$ cat src/rtl/fetch_unit.sv
// Instruction-fetch stage: owns the PC, drives the instruction-memory address and
// registers the returned word into the IF/ID stage with stall, redirect and fault handling.
module fetch_unit #(
  parameter logic [31:0] RESET_PC   = 32'h0000_0000,
  parameter int          IMEM_BYTES = 1024,
  parameter logic [31:0] NOP_INST   = 32'h0000_0013
) (
  input  logic        clk,
  input  logic        rst,
  input  logic        stall,
  input  logic        redirect,
  input  logic [31:0] redirect_pc,
  input  logic [31:0] inst,
  output logic [31:0] addrIM,
  output logic [31:0] if_inst,
  output logic [31:0] if_pc,
  output logic [31:0] if_pc4,
  output logic        if_valid,
  output logic        fault,
  output logic [31:0] fault_addr,
  output logic [31:0] fetch_count
);

  // Highest byte address at which a full 32-bit word still fits in memory.
  localparam logic [31:0] LAST_PC = 32'(IMEM_BYTES - 4);

  logic [31:0] pc;
  logic        pc_bad;
  logic        redirect_bad;

  assign addrIM       = pc;
  assign pc_bad       = (pc[1:0] != 2'b00) || (pc > LAST_PC);
  assign redirect_bad = (redirect_pc[1:0] != 2'b00) || (redirect_pc > LAST_PC);

  always_ff @(posedge clk) begin
    if (rst) begin
      pc          <= RESET_PC;
      if_inst     <= NOP_INST;
      if_pc       <= 32'h0;
      if_pc4      <= 32'h0;
      if_valid    <= 1'b0;
      fault       <= 1'b0;
      fault_addr  <= 32'h0;
      fetch_count <= 32'h0;
    end else if (fault) begin
      // Sticky: only reset leaves this state, redirect and stall are ignored.
      if_valid <= 1'b0;
      if_inst  <= NOP_INST;
    end else if (redirect) begin
      if (redirect_bad) begin
        fault      <= 1'b1;
        fault_addr <= redirect_pc;
      end else begin
        pc <= redirect_pc;
      end
      if_valid <= 1'b0;
      if_inst  <= NOP_INST;
    end else if (!stall) begin
      if (pc_bad) begin
        fault      <= 1'b1;
        fault_addr <= pc;
        if_valid   <= 1'b0;
        if_inst    <= NOP_INST;
      end else begin
        if_inst     <= inst;
        if_pc       <= pc;
        if_pc4      <= pc + 32'd4;
        if_valid    <= 1'b1;
        pc          <= pc + 32'd4;
        fetch_count <= fetch_count + 32'd1;
      end
    end
  end

endmodule

$ cat config.mk
export PLATFORM = sky130hd
export DESIGN_NAME = fetch_unit
export DESIGN_NICKNAME = d
export VERILOG_FILES = /design/src/rtl/fetch_unit.sv
export SDC_FILE = /design/constraint.sdc
export NUM_CORES = 1
export LEC_CHECK = 0
export BUFFER_PORTS_ARGS = -buffer_cell sky130_fd_sc_hd__buf_2
export CELL_PAD_IN_SITES_DETAIL_PLACEMENT = 1
export CELL_PAD_IN_SITES_GLOBAL_PLACEMENT = 2
export CORE_ASPECT_RATIO = 0.9
export CORE_MARGIN = 2
export CORE_UTILIZATION = 28
export CTS_CLUSTER_SIZE = 24
export DETAILED_ROUTE_END_ITERATION = 10
export GPL_TIMING_DRIVEN = 0
export MAX_ROUTING_LAYER = met4
export PLACE_DENSITY_LB_ADDON = 0.05
export SLEW_MARGIN = 20
export SYNTH_ARGS = -nofsm -noshare
export SYNTH_HDL_FRONTEND = slang
export SYNTH_SLANG_ARGS = --single-unit
$ cat constraint.sdc
create_clock -name clk -period 3.5 [get_ports clk]
set_clock_uncertainty 0.15 [all_clocks]
set_input_delay 0.525 -clock clk [delete_from_list [all_inputs] [get_ports clk]]
set_output_delay 0.525 -clock clk [all_outputs]
set_load 0.03 [all_outputs]
* Word level (Yosys, flattened, before mapping)
Index checks and enable logic that the tools add are counted.
** Word-level totals
- Register bits :: 194
- Input bits :: 68
- Output and inout bits :: 194
** Cells by class
- Add/subtract/negate cells :: 2
- Order comparisons :: 2
- Eq/ne operators :: 4
- Multiplexer cells :: 15
- Bitwise logic cells :: 4
- Reduce and logical (&&, ||, !) cells :: 9
** Operators by type and width (count)
- 2-to-1 mux 32 bit :: 9
- > comparator 32 x 10 -> 1 bit, second input constant :: 2
- adder 32 x 1 -> 32 bit, second input constant :: 1
- adder 32 x 3 -> 32 bit, second input constant :: 1
- AND reduction 4 bit :: 3
- 2-to-1 mux 1 bit :: 6
- nonzero test 2 bit :: 3
- != test 2 x 1 -> 1 bit, second input constant :: 2
- != test 2 bit, second input constant :: 2
- NOT 1 bit :: 4
- OR reduction 3 bit :: 1
- logical OR 1 bit :: 2

* Longest topological paths before layout
- Depth after elaboration :: 6
- Mapped depth :: 8
- Gate-level depth less buffers :: 6

* Least setup slack after synthesis
OpenSTA, ideal clock, no wires.
- Kind :: input-to-reg
- Start point :: input port redirect_pc[26]
- End point :: register pc[10], in the netlist addrIM[10]
- Library setup time :: 0.123 ns
- Arrival :: 2.389 ns
- Data required time :: 3.227 ns
- Path slack :: 0.837 ns
- Stages on the path :: 6
- Path buffers :: 1
- Cell sequence :: or4_1 nor4_1 nand4_1 a211o_1 buf_2 mux2_1
** Between the ends
- Word-level cells in the longest chain between the ends :: 4
** Ends and longest elaborated chain
- start, declared :: line 12 : input logic [31:0] redirect_pc,
- > comparator 32 x 10 -> 1 bit :: line 33 : assign redirect_bad = (redirect_pc[1:0] != 2'b00) || (redirect_pc > LAST_PC);
- logical OR 1 bit :: line 33
- != test 2 bit (no source line)
- AND reduction 4 bit (no source line)
- end signal, assigned :: line 54 : pc <= redirect_pc;
- end signal, assigned :: line 69 : pc <= pc + 32'd4;
- end, declared :: line 27 : logic [31:0] pc;
No other way between the ends.
A chain may end at the register's enable or synchronous reset.

* Worst setup path after layout
- Start point :: input port redirect_pc[30]
- End point :: register fault_addr[15]
** Between the ends
- Word-level cells in the longest chain between the ends :: 4
** Ends and longest elaborated chain
- > comparator 32 x 10 -> 1 bit :: line 33
- logical OR 1 bit :: line 33
- != test 2 x 1 -> 1 bit (no source line)
- AND reduction 4 bit (no source line)
- end signal, assigned :: line 52 : fault_addr <= redirect_pc;
- end signal, assigned :: line 61 : fault_addr <= pc;
- end, declared :: line 20 : output logic [31:0] fault_addr,
No other way between the ends.

==> summary.txt <==
Place
  • Dpl cell area: 9110 um^2
  • RePlAce Congestion: 0.763
  • Placement Setup Slack: -0.208 ns
  • DP Wirelength: 19700 um
  • IO Port Bufs: 260

Worst setup path
  • Critical Path Max Stage Delay: 0.57 ns
  • Critical Path RT: 3.64 ns
  • Worst EP arrival: 3.36 ns
  • Crit path buf inv count: 2
  • Crit-path cells: buf_2 > or4_1 > nor4_1 > nand4_1 > nand3_1 > clkbuf_1 > a22oi_1
  • CP startpoint kind: input pin
  • Crit path kind: in -> reg
  • Critical Path End Type: flop
  • CP top delay family: simple AND/OR/NAND/NOR gates
  • Slowest cell on crit path: or4_1
  • Worst Path Max Fanout: 10

STA
  • Final Hold Viols: 0
  • Final setup margin: 0.278 ns
  • Worst hold margin: 0.190 ns
  • Setup TNS: 0 ns
  • Final setup viols: 0
  • Max Slew Vio Count: 0
  • Period minus WS final: 3.22 ns
  • Post-route clock period utilization: 92.1%
  • Fmax: 310 MHz
  • Unrepaired setup endpoints after global routing: false
  • Slew @ Worst Pin: 0.778 ns
  • Slew HR: 48.0%

Detailed routing
  • Routed WL: 26700 um
  • Vias: 6990
  • WL per Instance: 18.3 um
  • Via density per instance: 4.80
  • DRT iter0 DRCs: 255
  • Post-route DRC: 0
  • Pre-Repair DR Iteration Count: 4
  • Antenna Nets Post-Route: 0

Synthesis
  • Syn_area_per_cell: 9.06 um^2
  • Post-synth EDFFs: 0
  • Synth warnings: 0
  • Mapped cell area: 7380 um^2
  • Syn Inst Count: 814
  • Most used DFF post-synth: dfxtp_1
  • Mapped Nets: 884
  • Distinct cells, synth: 48
  • Sequential fraction of the synthesis area: 52.1%
  • Number of synthesized register bits: 192
  • Synth async-reset ratio: 0%

Power and ir drop
  • Switching share of total power: 30.2%
  • Sequential Power Share: 47.3%
  • Switching Power: 1470 uW
  • Clock power share: 41.4%
  • Peak supply drop: 257 uV
  • Total power: 4850 uW
  • Internal Dissipation: 3380 uW
  • Lkg Pwr: 0.00443 uW
  • Combinational share of power: 11.4%
  • P per Cell Area: 499 nW/um^2

Clocking
  • Clk root buf: clkbuf_16
  • Reg clk slew, reported paths: 0.09 ns
  • Worst skew pair latency: 0.44 ns
  • CTS Hold Bufs: 0
  • Clk buf depth: 2
  • CTS sink count: 192
  • Post-CTS setup buffer count: 0
  • CTS HTree Levels: 4
  • CTS tree: yes
  • CTS resizes: 0
  • CTS buffer count: 17

Global routing
  • Gr usage total: 19.6%
  • Remaining Overflow, GRT: 0
  • Initial antenna violation count: 1
  • Vias in the first global route: 7056
  • First-pass GRT wire length: 40800 um
  • Largest net degree at the start of global routing: 22

Layout
  • Nets: 1163
  • Layout overhead on the synthesized area: 31.8%
  • Ratio of cells with drive above 1 in the final layout: 28.3%
  • Final Cell Area: 9720 um^2

Die
  • Initial Util: 28.4%
  • Die area: 27700 um^2
  • # rows: 56
  • Height of the die: 158 um
  • IO Pins: 262
  • Die width: 175 um
  • Core Footprint: 26000 um^2

Worst hold path
  • Worst min path class: in -> reg

Flow run
  • Max-cap violations: 0

Run status
  • Run status: complete, no violations
-- cells in the mapped netlist (all sizes together) (16+ instances only) --
| master | n | area (um^2) |
|---|---|---|
| a21oi | 49 | 245 |
| nor4 | 19 | 180 |
| a22oi | 32 | 240 |
| xnor2 | 16 | 140 |
| and3 | 28 | 175 |
| clkbuf | 53 | 199 |
| and2 | 47 | 294 |
| dfxtp | 192 | 3840 |
| nand2 | 96 | 360 |
| o22ai | 30 | 188 |
| nor2 | 60 | 228 |
| nand3 | 49 | 245 |
-- cell families (layout without fill, tap and decap cells) --
family / count (synthesis) / after routing / share of synthesized area (%)
other: 0 / 1 / 0
xor gates and xnor gates: 18 / 18 / 2.14
DFF: 192 / 192 / 52.1
buffers and inverters: 74 / 366 / 3.92
muxes: 20 / 20 / 2.83
adders and majority gates: 2 / 2 / 0.339
AOI/OAI and AO/OA: 156 / 156 / 13.7
and+or+nand+nor: 352 / 352 / 24.9
-- path summary, 6_finish.rpt --
kind	slack, ns	start	cells after the start	endpoint
setup / recovery	0.28	redirect_pc[30]	7	fault_addr[15]$_SDFFE_PP0P_
setup reg to reg	0.31	addrIM[13]$_SDFFE_PP0P_	6	if_pc[8]$_SDFFE_PP0P_
hold reg to reg	0.31	if_pc4[26]$_SDFFE_PP0P_	1	if_pc4[26]$_SDFFE_PP0P_
hold / removal	0.19	inst[2]	3	if_inst[2]$_SDFFE_PP0N_
-- power groups by stage --
| stage | logic [uW] | registers [uW] | clock network, uW |
|---|---|---|---|
| floorplan | 209 | 2470 | 0 |
| finish | 552 | 2290 | 2000 |
| CTS | 561 | 2290 | 2080 |
| global route | 605 | 2300 | 2160 |
| detailed placement | 560 | 2340 | 0 |
| global placement | 559 | 2340 | 0 |
-- per-stage QoR --
stage	std cells	util, %
final	1455	37.4
after global routing	1455	37.4
after CTS	1454	37.4
after detailed placement	1422	35.1
after global placement	1422	35.1
after floorplan	814	-
-- tightest hold or removal path, delay by kind of cell --
family | cells | cell delay, ns
compound gates | 1 | 0.06
buf+inv | 1 | 0.10
simple gates | 1 | 0.07
-- placed cells by master (no fill, tap or decap), types with 3 or more instances in the layout --
cell type,instances
a22oi_1,32
o21ai_0,8
and4_1,7
inv_6,3
or4_1,11
xnor2_1,16
dfxtp_1,192
o32ai_1,4
and3_1,28
nor2b_1,7
nand4_1,6
nor4_1,12
nor4_2,5
nor2_1,59
mux2i_1,13
o22ai_1,30
o31ai_1,4
buf_1,6
o211ai_1,4
mux2_2,3
nor3_1,15
nand3_1,49
clkinv_8,5
inv_8,3
clkbuf_1,53
a31o_2,4
a21oi_1,49
a211oi_1,12
inv_1,9
and2_1,47
clkbuf_16,17
nand2_1,96
a211o_1,3
mux2_1,4
buf_2,263
-- sequential cells by signal, indices dropped and copies added, names as in the netlist --
signal	flops
fetch_count	32
if_pc4	30
if_inst	32
if_valid	1
if_pc	32
fault	1
fault_addr	32
addrIM	32
-- area by class of cell --
cell class | instances | area [um^2]
antenna | 1 | 2.50
buffer | 64 | 251
clock buffer | 17 | 425
clock inverter | 15 | 179
fill | 3130 | 16300
inverter | 10 | 37.5
multi-input combinational | 548 | 3240
sequential | 192 | 3840
tap | 348 | 435
timing repair buffer | 260 | 1300
-- routing by layer --
layer | GRT usage [%] | wire length [um]
met2 | 29.5 | 11900
met1 | 26.2 | 12900
met3 | 5.33 | 1610
met4 | 4.52 | 239
met5 | - | 0
(Power assumes the default switching activity.)
